[src/rtl/ws2812b_pkg.sv]
// ----------------------------------------------------------------------------
// ws2812b_pkg
// Shared types and constants for the WS2812B pixel-stream arbiter slice.
//   PIXEL_W     : width of one GRB pixel
//   arb_state_t : arbiter FSM states
//   timeout_w() : counter width needed to count up to a given stall limit
// ----------------------------------------------------------------------------
package ws2812b_pkg;

   localparam int unsigned PIXEL_W            = 24;
   localparam int unsigned TIMEOUT_CYCLES_DEF = 4096;

   typedef enum logic [1:0] {
      IDLE   = 2'd0,
      STREAM = 2'd1,
      GAP    = 2'd2
   } arb_state_t;

   // Bits needed to hold values 0..cycles
   function automatic int unsigned timeout_w(input int unsigned cycles);
      return $clog2(cycles + 1);
   endfunction

   localparam int unsigned TIMEOUT_W = timeout_w(TIMEOUT_CYCLES_DEF);

endpackage

[src/rtl/ws2812b_rr_pick.sv]
// ----------------------------------------------------------------------------
// ws2812b_rr_pick
// Combinational round-robin picker: first asserted request at or after the
// pointer, scanning upward and wrapping at NREQ.
//   req_i  : request vector
//   ptr_i  : round-robin start index (always < NREQ)
//   pick_o : one-hot winner, 0 when no request
//   any_o  : at least one request present
// ----------------------------------------------------------------------------
module ws2812b_rr_pick #(
   parameter  int unsigned NREQ  = 2,
   localparam int unsigned PTR_W = $clog2(NREQ)
) (
   input  logic [NREQ-1:0]  req_i,
   input  logic [PTR_W-1:0] ptr_i,
   output logic [NREQ-1:0]  pick_o,
   output logic             any_o
);

   always_comb begin
      int unsigned idx;
      logic        found;
      pick_o = '0;
      found  = 1'b0;
      idx    = 0;
      for (int unsigned k = 0; k < NREQ; k++) begin
         // explicit wrap at NREQ, which need not be a power of two
         idx = 32'(ptr_i) + k;
         if (idx >= NREQ) idx = idx - NREQ;
         if (!found && req_i[PTR_W'(idx)]) begin
            pick_o[PTR_W'(idx)] = 1'b1;
            found               = 1'b1;
         end
      end
   end

   assign any_o = |req_i;

endmodule

[src/rtl/ws2812b_stream_arbiter.sv]
// ----------------------------------------------------------------------------
// ws2812b_stream_arbiter
// Shares one WS2812B serializer between NREQ pixel-stream requesters. A granted
// requester owns the serializer for a whole frame; ownership rotates
// round-robin and is only re-arbitrated once the serializer has finished
// latching the frame.
//   clk, reset           : clock, asynchronous active-high reset
//   req_data/valid/last  : per-requester pixel stream (slice i = [24*i+23:24*i])
//   req_ready            : combinational consume strobe, owner only
//   grant                : one-hot owner, 0 when idle
//   out_data/valid/latch : registered beat towards the serializer
//   out_ready            : serializer ready
//   busy                 : FSM not idle
//   timeout_flag         : sticky stall-timeout indicator
// Optional stall timeout enabled by defining WS2812B_ARB_TIMEOUT_EN.
// ----------------------------------------------------------------------------
module ws2812b_stream_arbiter
   import ws2812b_pkg::*;
#(
   parameter int unsigned NREQ           = 2,
   parameter int unsigned TIMEOUT_CYCLES = 4096
) (
   input  logic                    clk,
   input  logic                    reset,
   input  logic [NREQ*PIXEL_W-1:0] req_data,
   input  logic [NREQ-1:0]         req_valid,
   input  logic [NREQ-1:0]         req_last,
   output logic [NREQ-1:0]         req_ready,
   output logic [NREQ-1:0]         grant,
   output logic [PIXEL_W-1:0]      out_data,
   output logic                    out_valid,
   output logic                    out_latch,
   input  logic                    out_ready,
   output logic                    busy,
   output logic                    timeout_flag
);

   localparam int unsigned PTR_W = $clog2(NREQ);
   localparam int unsigned TO_W  = (TIMEOUT_CYCLES == TIMEOUT_CYCLES_DEF) ?
                                   TIMEOUT_W : timeout_w(TIMEOUT_CYCLES);

   arb_state_t          state_q, state_d;
   logic [PTR_W-1:0]    rr_q, rr_d;
   logic [NREQ-1:0]     grant_q, grant_d;
   logic [PIXEL_W-1:0]  out_data_q, out_data_d;
   logic                out_valid_q, out_valid_d;
   logic                out_latch_q, out_latch_d;
   logic                busy_q, busy_d;
   logic                gap_first_q, gap_first_d;

   logic [NREQ-1:0]     pick;
   logic                pick_any;
   logic [PIXEL_W-1:0]  owner_data;
   logic [PTR_W-1:0]    owner_idx;
   logic [PTR_W-1:0]    rr_adv;
   logic                owner_valid;
   logic                owner_last;
   logic                load;
   logic                accept;

`ifdef WS2812B_ARB_TIMEOUT_EN
   logic [TO_W-1:0]     stall_q, stall_d;
   logic                timeout_q, timeout_d;
`else
   logic                unused_cfg;
   assign unused_cfg = ^{32'(TIMEOUT_CYCLES), 32'(TO_W)};
`endif

   ws2812b_rr_pick #(.NREQ(NREQ)) u_pick (
      .req_i  (req_valid),
      .ptr_i  (rr_q),
      .pick_o (pick),
      .any_o  (pick_any)
   );

   // Owner-side mux driven by the one-hot grant
   always_comb begin
      owner_data = '0;
      owner_idx  = '0;
      for (int unsigned i = 0; i < NREQ; i++) begin
         if (grant_q[i]) begin
            owner_data = owner_data | req_data[i*PIXEL_W +: PIXEL_W];
            owner_idx  = PTR_W'(i);
         end
      end
   end

   assign owner_valid = |(grant_q & req_valid);
   assign owner_last  = |(grant_q & req_last);
   assign rr_adv      = (owner_idx == PTR_W'(NREQ - 1)) ? '0 : owner_idx + PTR_W'(1);

   // Only one beat in flight: the owner is consumed only when the output register is empty
   assign load      = (state_q == STREAM) && !out_valid_q && owner_valid;
   assign accept    = out_valid_q && out_ready;
   assign req_ready = ((state_q == STREAM) && !out_valid_q) ? (grant_q & req_valid) : '0;

   // Next-state and output-register logic
   always_comb begin
      state_d     = state_q;
      rr_d        = rr_q;
      grant_d     = grant_q;
      out_data_d  = out_data_q;
      out_valid_d = out_valid_q;
      out_latch_d = out_latch_q;
      gap_first_d = gap_first_q;
`ifdef WS2812B_ARB_TIMEOUT_EN
      stall_d     = stall_q;
      timeout_d   = timeout_q;
`endif
      case (state_q)
         IDLE: begin
            if (pick_any) begin
               grant_d = pick;
               state_d = STREAM;
            end
         end
         STREAM: begin
            if (load) begin
               out_data_d  = owner_data;
               out_latch_d = owner_last;
               out_valid_d = 1'b1;
`ifdef WS2812B_ARB_TIMEOUT_EN
               stall_d     = '0;
`endif
            end else if (accept) begin
               out_valid_d = 1'b0;
               out_latch_d = 1'b0;
               if (out_latch_q) begin
                  state_d     = GAP;
                  gap_first_d = 1'b1;
               end
`ifdef WS2812B_ARB_TIMEOUT_EN
            end else if (!out_valid_q) begin
               // register empty and owner silent: a stalled cycle
               if (stall_q == TO_W'(TIMEOUT_CYCLES - 1)) begin
                  state_d   = IDLE;
                  grant_d   = '0;
                  rr_d      = rr_adv;
                  timeout_d = 1'b1;
                  stall_d   = '0;
               end else begin
                  stall_d = stall_q + TO_W'(1);
               end
`endif
            end
         end
         GAP: begin
            // serializer ready is stale in the first GAP cycle
            if (gap_first_q) begin
               gap_first_d = 1'b0;
            end else if (out_ready) begin
               state_d = IDLE;
               rr_d    = rr_adv;
               grant_d = '0;
            end
         end
         default: state_d = IDLE;
      endcase
      busy_d = (state_d != IDLE);
   end

   always_ff @(posedge clk or posedge reset) begin
      if (reset) begin
         state_q     <= IDLE;
         rr_q        <= '0;
         grant_q     <= '0;
         out_data_q  <= '0;
         out_valid_q <= 1'b0;
         out_latch_q <= 1'b0;
         busy_q      <= 1'b0;
         gap_first_q <= 1'b0;
`ifdef WS2812B_ARB_TIMEOUT_EN
         stall_q     <= '0;
         timeout_q   <= 1'b0;
`endif
      end else begin
         state_q     <= state_d;
         rr_q        <= rr_d;
         grant_q     <= grant_d;
         out_data_q  <= out_data_d;
         out_valid_q <= out_valid_d;
         out_latch_q <= out_latch_d;
         busy_q      <= busy_d;
         gap_first_q <= gap_first_d;
`ifdef WS2812B_ARB_TIMEOUT_EN
         stall_q     <= stall_d;
         timeout_q   <= timeout_d;
`endif
      end
   end

   assign grant     = grant_q;
   assign out_data  = out_data_q;
   assign out_valid = out_valid_q;
   assign out_latch = out_latch_q;
   assign busy      = busy_q;
`ifdef WS2812B_ARB_TIMEOUT_EN
   assign timeout_flag = timeout_q;
`else
   assign timeout_flag = 1'b0;
`endif

endmodule

[config.mk]
export PLATFORM = sky130hd
export DESIGN_NAME = ws2812b_stream_arbiter
export DESIGN_NICKNAME = d
export VERILOG_FILES = /design/src/rtl/ws2812b_pkg.sv /design/src/rtl/ws2812b_rr_pick.sv /design/src/rtl/ws2812b_stream_arbiter.sv
export SDC_FILE = /design/constraint.sdc
export NUM_CORES = 1
export LEC_CHECK = 0
export ABC_AREA = 1
export ABC_CLOCK_PERIOD_IN_PS = 1100
export BUFFER_PORTS_ARGS = -buffer_cell sky130_fd_sc_hd__clkbuf_2
export CAP_MARGIN = 20
export CORE_ASPECT_RATIO = 0.75
export CORE_UTILIZATION = 30
export CTS_CLUSTER_SIZE = 10
export DETAILED_ROUTE_END_ITERATION = 8
export PLACE_DENSITY = 0.6
export SYNTH_ARGS = -nofsm -noshare
export SYNTH_HDL_FRONTEND = slang
export SYNTH_SLANG_ARGS = --single-unit
[constraint.sdc]
create_clock -name clk -period 1.1 [get_ports clk]
set_input_delay 0.22 -clock clk [delete_from_list [all_inputs] [get_ports clk]]
set_output_delay 0.22 -clock clk [all_outputs]
set_load 0.05 [all_outputs]
## Word level (Yosys, flattened, before mapping)

Cells that the tools add are included.

- Register bits: 33
- Output and inout bits: 32

- Mux-type cells: 36
- Add/sub/neg operators: 4
- Bitwise logic cells: 5
- Order comparisons: 6
- Reductions and logical operators: 21
- Eq/ne operators: 8

Operators by type and width:

| operator | number |
|---|---|
| two-way mux 24 bit | 2 |
| two-way mux 2 bit | 12 |
| bitwise OR 24 bit | 1 |
| two-way mux 1 bit | 17 |
| != test 2 bit (second input constant) | 6 |
| AND reduction 4 bit | 2 |
| nonzero test 2 bit | 4 |
| logical AND 1 bit | 6 |
| case mux 2 bit (3 select lines) | 1 |
| OR reduction 2 bit | 3 |
| bitwise AND 2 bit | 2 |
| less-than comparator 1 x 2 -> 1 bit (second input constant) | 2 |
| case mux 2 bit (2 select lines) | 1 |
| AND reduction 2 bit | 2 |
| AND reduction 3 bit | 1 |
| adder 1 x 1 -> 2 bit (second input constant) | 1 |
| demux 1 bit (select 1 bit) | 2 |
| equality test 2 x 1 -> 1 bit (second input constant) | 1 |
| equality test 2 bit (second input constant) | 1 |
| >= comparator 1 bit (second input constant) | 2 |
| >= comparator 1 x 2 -> 1 bit (second input constant) | 1 |
| >= comparator 2 bit (second input constant) | 1 |
| zero test 1 bit | 2 |
| zero test 2 bit | 1 |
| other kinds (5) | 6 |

## Longest topological paths before layout

Gate-level depths: netlist (run 1).

- Depth in word-level cells: 11
- Gate-level depth with buffers: 8
- Depth with buffers taken out: 7

## Hierarchy

From an unflattened synthesis (run 1), not the netlist that was laid out.

- Cells, all modules: 243
- Area, all modules: 1717.9 sq um

By module, submodules not included:

| module | sequential area each (sq um) | cells an instance | times used | area each (sq um) |
|---|---|---|---|---|
| ws2812b_stream_arbiter | 825.8 | 237 | 1 | 1691.6 |
| ws2812b_rr_pick | 0.0 | 6 | 1 | 26.3 |

## Worst setup path before layout (run 1)

OpenSTA, ideal clock, no wires.

- Path type: register to output
- Start: register grant_q[0], in the netlist grant[0]
- End: output port req_ready[0]
- Setup slack: -682 ps
- Arrival: 1562 ps
- Buffers on the path: 1
- Stages on the path, launching flop included: 4
- Path through: dfrtp_1 -> buf_4 -> nand2_2 -> nor2_1

- Cells in the longest elaborated chain, start to end: 2

RTL lines:

| element | RTL line | source |
|---|---|---|
| from (decl) | ws2812b_stream_arbiter.sv:44 | `logic [NREQ-1:0] grant_q, grant_d;` |
| from (signal assigned) | ws2812b_stream_arbiter.sv:179 | `grant_q <= grant_d;` |
| bitwise AND 2 bit | ws2812b_stream_arbiter.sv:95 | `assign req_ready = ((state_q == STREAM) && !out_valid_q) ? (grant_q & req_valid) : '0;` |
| two-way mux 2 bit | ws2812b_stream_arbiter.sv:95 |  |
| to (decl) | ws2812b_stream_arbiter.sv:28 | `output logic [NREQ-1:0] req_ready,` |

No other way between the ends.

## Worst setup path after layout (run 1)

- Start: register state_q[1]
- End: output port req_ready[0]

- Cells in the longest elaborated chain, start to end: 3

RTL lines:

| element | RTL line | source |
|---|---|---|
| from (decl) | ws2812b_stream_arbiter.sv:42 | `arb_state_t state_q, state_d;` |
| from (signal assigned) | ws2812b_stream_arbiter.sv:177 | `state_q <= state_d;` |
| equality test 2 x 1 -> 1 bit | ws2812b_stream_arbiter.sv:95 |  |
| logical AND 1 bit | ws2812b_stream_arbiter.sv:95 |  |
| two-way mux 2 bit | ws2812b_stream_arbiter.sv:95 |  |

No other way between the ends.

==> results of run 1 <==
[cells in the final DEF, fill, tap and decap left out, types with 4 or more instances in the layout]
cell type and instances:
buf_6 14, nor2_4 4, buf_4 20, clkbuf_8 7, dfrtp_1 30, clkbuf_16 4, buf_8 16, nand2_2 18
inv_1 9, clkbuf_2 54, buf_12 7, nand2_1 138, nand2_4 12, nor2_1 5
[flip-flops by register name, indices dropped and copies added (netlist names)]
name         count
rr_q             1
out_valid        1
state_q          2
busy             1
gap_first_q      1
out_latch        1
out_data        24
grant            2
[how the worst min path moves through the flow]
stage | cells past startpoint | startpoint | end
floorplan | 1 | reset | busy$_DFF_PP0_
global placement | 3 | reset | out_data[7]$_DFFE_PP0P_
global route | 5 | req_data[44] | out_data[20]$_DFFE_PP0P_
finish | 5 | req_data[23] | out_data[23]$_DFFE_PP0P_
detailed placement | 3 | reset | out_data[7]$_DFFE_PP0P_
CTS | 5 | req_data[23] | out_data[23]$_DFFE_PP0P_
[where the power goes]
group,internal [mW],total [mW],switching [mW]
combinational,2.66,6.29,3.62
clock,0.738,1.16,0.420
sequential,1.70,2.11,0.408
[area by class of cell]
cell class | count | area, µm² | area share (%)
sequential | 33 | 830 | 26.6
clock buffer | 7 | 86.3 | 2.77
multi-input combinational | 192 | 943 | 30.3
clock inverter | 1 | 30.0 | 0.963
inverter | 13 | 51.3 | 1.65
timing repair buffer | 117 | 1080 | 34.7
tap | 75 | 93.8 | 3.01
[routing by layer]
metal | vias to the layer above | routed length [µm] | track usage (%)
met5 | - | 0 | 0
met4 | 0 | 39 | 5.36
met1 | 817 | 2360 | 24.1
met3 | 4 | 290 | 4.16
li1 | 961 | - | -
met2 | 51 | 2430 | 27.0
[logic make-up (layout without fill, tap and decap cells)]
| logic type | Yosys count | after routing | share of synthesized area, % |
|---|---|---|---|
| flip-flops | 33 | 33 | 47.8 |
| other | 1 | 1 | 0.217 |
| AO/OA/AOI/OAI | 5 | 5 | 1.45 |
| AND/OR/NAND/NOR | 186 | 186 | 43.0 |
| buffers and inverters | 25 | 138 | 7.60 |
[worst max-delay path, stage by stage (launching register included)]
cell and delay, ns:
dfrtp_1 0.40, nor2_4 0.14, nand2_4 0.09, nor2_4 0.09, buf_8 0.15
[through the flow]
stage               TNS, ns  util [%]
finish                -5.29      57.3
global route          -7.19      57.3
CTS                   -6.50      53.9
detailed placement    -1.69      44.2
global placement      -1.32      44.2
floorplan             -4.23         -
[timing repair]
| item | CTS | global route |
|---|---|---|
| resized for setup | 66 | 78 |
| endpoints found under the setup margin | 60 | 62 |
| endpoints found under the hold margin | 33 | 0 |
| hold buffers | 1 | 0 |
| pin swaps | 5 | 18 |
| buffers inserted | 7 | 7 |
| gates cloned | 2 | 0 |
==> flow_metrics.py, run 1 <==
metrics = {
    "status": {
        "status": "finished, violations left",
        "violations": "negative setup slack",
    },
    "logic_synthesis": {
        "synth_cell_type_count": 16,
        "synth-seq-area-share_pct": 47.8,
        "ys.warnings.count": 0,
        "syn_area_mm2": 0.00173,
        "syn_inst": 250,
        "yosysTopAreaCell": "dfrtp_1",
        "synthDominantCellAreaShare_pct": 47.8,
        "async_flop_share_pct": 100,
        "synth_nets": 305,
        "yosys_most_used_dff": "dfrtp_1",
        "synthTopCellsByCount": "164 x nand2_1, 33 x dfrtp_1, 11 x inv_1, 11 x nor2_1, 6 x buf_2",
        "synth_edf_count": 0,
        "avgSynthCellArea_um2": 6.92,
        "yosysMostFrequentCell": "nand2_1",
        "synth-seq-cells": 33,
        "synth_area_leaders": "dfrtp_1 48%, nand2_1 36%, inv_1 2.4%, nor2_1 2.4%, buf_2 1.7%",
    },
    "routing": {
        "drc": 0,
        "first_iter_violations": 74,
        "vias_per_cell": 4.18,
        "dr.pass1.iters": 4,
        "num_vias": 1833,
        "routedWlPerCell_um": 11.7,
        "drt-total-wl_um": 5120,
        "postRouteAntennaNets": 0,
    },
    "finish": {
        "nets": 417,
        "final_cell_area_mm2": 0.00312,
        "fillers": 512,
        "fin_cells": 438,
        "synthToLayoutAreaGrowth_pct": 80.2,
        "n_antenna_cell": 0,
        "layout-drive-gt1-share_pct": 47.1,
    },
    "worst_setup_path": {
        "critPathCapture": "req_ready[0]",
        "cp-startpoint": "state_q[1]$_DFF_PP0_",
        "cp.arrival_ns": 1.14,
        "rr_endpoint": "out_data[10]$_DFFE_PP0P_",
        "crit_type": "flip-flop to primary output",
        "worstReg2RegStart": "state_q[1]$_DFF_PP0_",
        "critical_path.max_fanout": 3,
        "critPathLaunchType": "flip-flop",
        "r2r_slack_ns": -0.21,
        "worstPathRequired_ns": 0.88,
        "worst_setup_path_end_kind": "primary output",
        "reg2reg_depth": 7,
    },
    "clocking": {
        "htreeDepth": 2,
        "path_clk_slew_ns": 0.07,
        "cts_tree": "built",
        "root_buffer": "clkbuf_8",
        "cts_buffer_depth": 2,
        "cts_buffers": 5,
        "clkSinkCount": 33,
        "clock_latency_ns": 0.28,
    },
    "sta": {
        "hold_violations": 0,
        "postLayoutSetupSlackWorst_ns": -0.264,
        "hold_ws_ns": 0.223,
        "post-route-period-util_pct": 124,
        "clock-skew-final_ns": 0.00648,
        "min_period_ns": 1.36,
        "rsz0062_at_grt": "yes",
        "setup_violations": 36,
        "fmax_ghz": 0.733,
        "finalMaxSlewViolations": 0,
    },
    "floorplan": {
        "io-pin-count": 87,
        "die_x_um": 89.7,
        "rows": 23,
        "floorplan.initialDensity_pct": 31.8,
        "dieHeight_um": 67.8,
        "coreArea_mm2": 0.00544,
        "die-area_mm2": 0.00607,
    },
    "global_route": {
        "track_usage_pct": 17.4,
        "grt_max_degree": 34,
        "grt-ovfl-total": 0,
        "grt_pass1_wl_um": 7760,
        "antenna_found_initial": 0,
        "grt_pass1_vias": 1647,
    },
    "placement": {
        "hpwl_um": 3350,
        "dpl_cell_area_mm2": 0.00240,
        "place_inst": 416,
        "dp_slack_ns": -0.117,
        "gp_congestion": 0.779,
        "portBuffers": 85,
    },
    "power_and_ir_drop": {
        "power.total_mw": 9.55,
        "vdd_drop_max_mv": 1.21,
        "powerDensity_mw_per_mm2": 3070,
        "p_leak_nw": 1.85,
    },
    "min_path": {
        "worstHoldPathType": "input port to flip-flop",
    },
    "run": {
        "maxCapViolCount": 0,
    },
}
Note: power is estimated with default switching activity, not from simulation.
==> run 2: changes to the inputs <==
CTS_BUF_LIST = sky130_fd_sc_hd__clkbuf_8   (was unset)
==> run 2 against run 1 <==
Effect of this change: the flow still finishes with violations (negative setup slack); wire length is 0.20% lower; critical endpoint unchanged; clock skew about the same; largest power group unchanged; critical path depth stayed put; combinational power about the same; sequential power barely moved; die area unchanged; clock power about the same; highest routed layer unchanged; register-to-register slack is essentially flat; final cell count unchanged.
==> flow_metrics.py, run 2 (same netlist as run 1, synthesis figures left out) <==
metrics = {
    "placement": {
        "gp_congestion": 0.779,
        "dpl_cell_area_mm2": 0.00240,
        "hpwl_um": 3350,
        "portBuffers": 85,
        "dp_slack_ns": -0.117,
    },
    "clocking": {
        "cts_buffers": 5,
        "cts_buffer_depth": 2,
        "htreeDepth": 2,
        "cts_tree": "built",
        "path_clk_slew_ns": 0.07,
        "clkSinkCount": 33,
        "clock_latency_ns": 0.28,
        "root_buffer": "clkbuf_8",
    },
    "finish": {
        "synthToLayoutAreaGrowth_pct": 80.2,
        "mostFrequentLayoutCells": "138 x nand2_1, 54 x clkbuf_2, 30 x dfrtp_1, 20 x buf_4, 18 x nand2_2",
        "final_common_cell": "nand2_1",
        "largest_register_ff_count": 24,
        "fillers": 512,
        "final_core_util_pct": 57.3,
        "final_cell_area_mm2": 0.00312,
        "multi_input_area_um2": 943,
        "seq_area_um2": 830,
        "n_antenna_cell": 0,
        "layout-drive-gt1-share_pct": 47.1,
        "nets": 417,
    },
    "sta": {
        "rsz0062_at_grt": "yes",
        "finalMaxSlewViolations": 0,
        "post-route-period-util_pct": 124,
        "fmax_ghz": 0.734,
        "clock-skew-final_ns": 0.00680,
        "setup_violations": 36,
        "min_period_ns": 1.36,
        "tns_ns": -5.26,
        "postLayoutSetupSlackWorst_ns": -0.263,
        "hold_violations": 0,
    },
    "worst_setup_path": {
        "critical_path.max_fanout": 3,
        "cp.arrival_ns": 1.14,
        "worst_setup_path_end_kind": "primary output",
        "worstPathRequired_ns": 0.88,
        "critPathLaunchType": "flip-flop",
        "crit_type": "flip-flop to primary output",
    },
    "routing": {
        "dr.pass1.iters": 4,
        "drc": 0,
        "postRouteAntennaNets": 0,
        "first_iter_violations": 74,
        "vias_per_cell": 4.20,
        "drt-total-wl_um": 5110,
        "routedWlPerCell_um": 11.7,
        "num_vias": 1838,
    },
    "floorplan": {
        "die_x_um": 89.7,
        "die-area_mm2": 0.00607,
        "rows": 23,
        "io-pin-count": 87,
        "dieHeight_um": 67.8,
        "floorplan.initialDensity_pct": 31.8,
        "coreArea_mm2": 0.00544,
    },
    "global_route": {
        "grt_pass1_vias": 1647,
        "grt_pass1_wl_um": 7760,
        "grt-ovfl-total": 0,
        "antenna_found_initial": 0,
        "grt_max_degree": 34,
        "track_usage_pct": 17.4,
    },
    "status": {
        "status": "finished, violations left",
        "violations": "negative setup slack",
    },
    "power_and_ir_drop": {
        "p_leak_nw": 1.85,
        "vdd_drop_max_mv": 1.21,
        "powerDensity_mw_per_mm2": 3060,
    },
    "min_path": {
        "worstHoldPathType": "input port to flip-flop",
    },
    "run": {
        "maxCapViolCount": 0,
    },
}
## run 2: changes by cell type in the layout (fill, tap and decap cells not counted), sizes merged
cell    change
inv         +1
clkbuf      -1
## run 2: power by group
part / switching [mW] / leakage [nW] / total [mW] / internal [mW]
sequential: 0.407 / 0.418 / 2.11 / 1.70
clock: 0.420 / 0.0626 / 1.15 / 0.729
combinational: 3.62 / 1.37 / 6.28 / 2.66
total: 4.45 / 1.85 / 9.54 / 5.09
## run 2: path summary, 6_finish.rpt
kind	slack [ns]	end	cells after the start	start
worst max-delay path	-0.26	req_ready[0]	4	state_q[1]$_DFF_PP0_
worst min register to register	0.50	out_data[5]$_DFFE_PP0P_	2	out_data[5]$_DFFE_PP0P_
min in group asynchronous	0.51	out_data[7]$_DFFE_PP0P_	4	reset
max in group asynchronous	0.40	out_valid$_DFFE_PP0P_	4	reset
worst max register to register	-0.21	out_data[10]$_DFFE_PP0P_	7	state_q[1]$_DFF_PP0_
worst min-delay path	0.22	out_data[23]$_DFFE_PP0P_	5	req_data[23]
## run 2: routing by layer
metal | global-route usage (%) | up-vias | routed length, µm
met5 | 0 | - | 0
met4 | 5.36 | 0 | 38
met3 | 4.16 | 4 | 289
met2 | 27.0 | 51 | 2440
met1 | 24.1 | 822 | 2340
li1 | - | 961 | -
## run 2: timing repair
item,4_1_cts,5_1_grt
hold endpoints to repair,33,0
gates cloned,2,0
setup buffers,7,7
hold buffers,1,0
gates resized for setup,66,78
pin swaps,5,18
endpoints found under the setup margin,60,62
## run 2: area by class of cell
class	instances	area share, %
sequential	33	26.6
tap	75	3.01
clock buffer	6	2.65
clock inverter	2	1.08
inverter	13	1.65
multi-input combinational	192	30.3
timing repair buffer	117	34.7
## run 2: worst max-delay path, cell delays in order, from the launching register on
cell and delay, ns:
dfrtp_1 0.40, nor2_4 0.14, nand2_4 0.09, nor2_4 0.09, buf_8 0.15
## run 2: per-stage QoR
step	power, mW	cells	hold WS, ns
floorplan	5.36	250	0.349
global placement	6.59	416	0.258
detailed placement	6.64	416	0.260
CTS	9.08	433	0.215
global route	10.2	438	0.233
finish	9.54	438	0.223
==> run 3: changes to the inputs <==
SETUP_SLACK_MARGIN = 0.2   (was unset)
==> run 3 against run 2 <==
Effect of this change: first-iteration DRC count shrank 2.7%; hold slack lost 0.013 ns; register-to-register slack got worse by 0.05 ns; fmax fell by 4.3%; the run still ends with negative setup slack left; setup slack got worse by 0.061 ns; sequential share of layout area fell by 0.56 points.
==> flow_metrics.py, run 3 (same netlist as run 1, synthesis figures left out) <==
metrics = {
    "status": {
        "status": "finished, violations left",
        "violations": "negative setup slack",
    },
    "sta": {
        "rsz0062_at_grt": "yes",
        "finalMaxSlewViolations": 0,
        "setup_violations": 38,
        "min_period_ns": 1.42,
        "clock-skew-final_ns": 0.00672,
        "postLayoutSetupSlackWorst_ns": -0.324,
        "hold_violations": 0,
        "tns_ns": -8.07,
        "fmax_ghz": 0.702,
        "post-route-period-util_pct": 129,
    },
    "routing": {
        "drt-total-wl_um": 5220,
        "drc": 0,
        "num_vias": 1882,
        "dr.pass1.iters": 4,
        "first_iter_violations": 72,
        "postRouteAntennaNets": 0,
        "vias_per_cell": 4.22,
        "routedWlPerCell_um": 11.7,
    },
    "worst_setup_path": {
        "worst_setup_path_end_kind": "primary output",
        "r2r_slack_ns": -0.26,
        "cp.arrival_ns": 1.20,
        "rr_endpoint": "out_data[1]$_DFFE_PP0P_",
        "worstReg2RegStart": "state_q[1]$_DFF_PP0_",
        "critPathLaunchType": "flip-flop",
        "crit_type": "flip-flop to primary output",
        "critical_path.max_fanout": 3,
        "reg2reg_depth": 8,
        "worstPathRequired_ns": 0.88,
    },
    "finish": {
        "n_antenna_cell": 0,
        "final_core_util_pct": 58.5,
        "synthToLayoutAreaGrowth_pct": 84.2,
        "final_common_cell": "nand2_1",
        "nets": 425,
        "fin_cells": 446,
        "layout-drive-gt1-share_pct": 44.5,
        "mostFrequentLayoutCells": "157 x nand2_1, 54 x clkbuf_2, 30 x dfrtp_1, 27 x buf_8, 21 x buf_4",
        "fillers": 487,
        "largest_register_ff_count": 24,
    },
    "clocking": {
        "clock_latency_ns": 0.29,
        "cts_tree": "built",
        "root_buffer": "clkbuf_8",
        "htreeDepth": 2,
        "path_clk_slew_ns": 0.07,
        "cts_buffer_depth": 2,
        "clkSinkCount": 33,
        "cts_buffers": 5,
    },
    "placement": {
        "portBuffers": 85,
        "hpwl_um": 3270,
        "place_inst": 412,
        "gp_congestion": 0.764,
        "dp_slack_ns": -0.204,
    },
    "floorplan": {
        "die_x_um": 89.7,
        "coreArea_mm2": 0.00544,
        "rows": 23,
        "io-pin-count": 87,
        "dieHeight_um": 67.8,
        "floorplan.initialDensity_pct": 31.8,
        "die-area_mm2": 0.00607,
    },
    "min_path": {
        "holdPathEnd": "out_data[21]$_DFFE_PP0P_",
        "hold_depth": 5,
        "min_from": "req_data[21]",
        "worstHoldPathType": "input port to flip-flop",
    },
    "power_and_ir_drop": {
        "vdd_drop_max_mv": 1.05,
        "power.total_mw": 9.63,
        "p_leak_nw": 1.82,
        "powerDensity_mw_per_mm2": 3020,
    },
    "run": {
        "maxCapViolCount": 0,
    },
    "global_route": {
        "grt_max_degree": 34,
        "antenna_found_initial": 0,
        "grt_pass1_wl_um": 8090,
        "grt-ovfl-total": 0,
        "grt_pass1_vias": 1747,
        "track_usage_pct": 18.3,
    },
}
==> run 3: worst max-delay path, stage by stage (launching register included) <==
cell and delay (ns):
dfrtp_1 0.41, nor2_4 0.15, nand2_4 0.09, nor2_4 0.11, buf_8 0.15
==> run 3: cell type report <==
class | count | area [µm²] | share of cell area [%]
Inverter | 13 | 57.6 | 1.81
Clock buffer | 5 | 68.8 | 2.16
Clock inverter | 3 | 17.5 | 0.550
Tap cell | 75 | 93.8 | 2.95
Multi-Input combinational cell | 192 | 898 | 28.2
Sequential cell | 33 | 830 | 26.1
Timing Repair Buffer | 125 | 1220 | 38.3
==> run 3: how the worst max path moves through the flow <==
stage,startpoint,to,slack (ns),cells after the start
final,state_q[1]$_DFF_PP0_,req_ready[0],-0.32,4
after global routing,state_q[1]$_DFF_PP0_,req_ready[0],-0.36,4
after CTS,state_q[0]$_DFF_PP0_,req_ready[0],-0.30,5
after detailed placement,state_q[1]$_DFF_PP0_,req_ready[0],-0.20,4
after global placement,state_q[1]$_DFF_PP0_,req_ready[0],-0.17,4
after floorplan,grant[0]$_DFFE_PP0P_,out_data[10]$_DFFE_PP0P_,-0.18,7
==> run 3: report_power, final <==
part | switching, mW | internal, mW
Sequential | 0.436 | 1.70
Combinational | 3.59 | 2.99
Clock | 0.474 | 0.436
Total | 4.50 | 5.13
==> run 3: metrics by stage <==
stage / cell area [µm²] / hold slack [ns]
2_1_floorplan: 1800 / 0.154
3_5_place_dp: 2360 / 0.257
4_1_cts: 3050 / 0.210
5_1_grt: 3180 / 0.227
6_report: 3180 / 0.209
3_3_place_gp: 2360 / 0.257
==> run 3: timing repair <==
item | 4_1_cts | 5_1_grt
pin swaps | 8 | 6
cloned | 3 | 0
endpoints found under the hold margin | 33 | 0
gates resized for setup | 91 | 40
buffers inserted | 14 | 8
setup endpoints to repair | 64 | 64
hold buffers | 1 | 0
==> run 3: per-layer routing <==
metal  routed length, µm  vias to the layer above  track usage (%)  part of all wire (%)
met3                 294                        7             6.11                   5.6
met4                  45                        0             4.76                  0.86
met2                2500                       54             30.0                    48
li1                    -                      979                -                     -
met1                2370                      842             23.1                    45
met5                   0                        -                0                     0
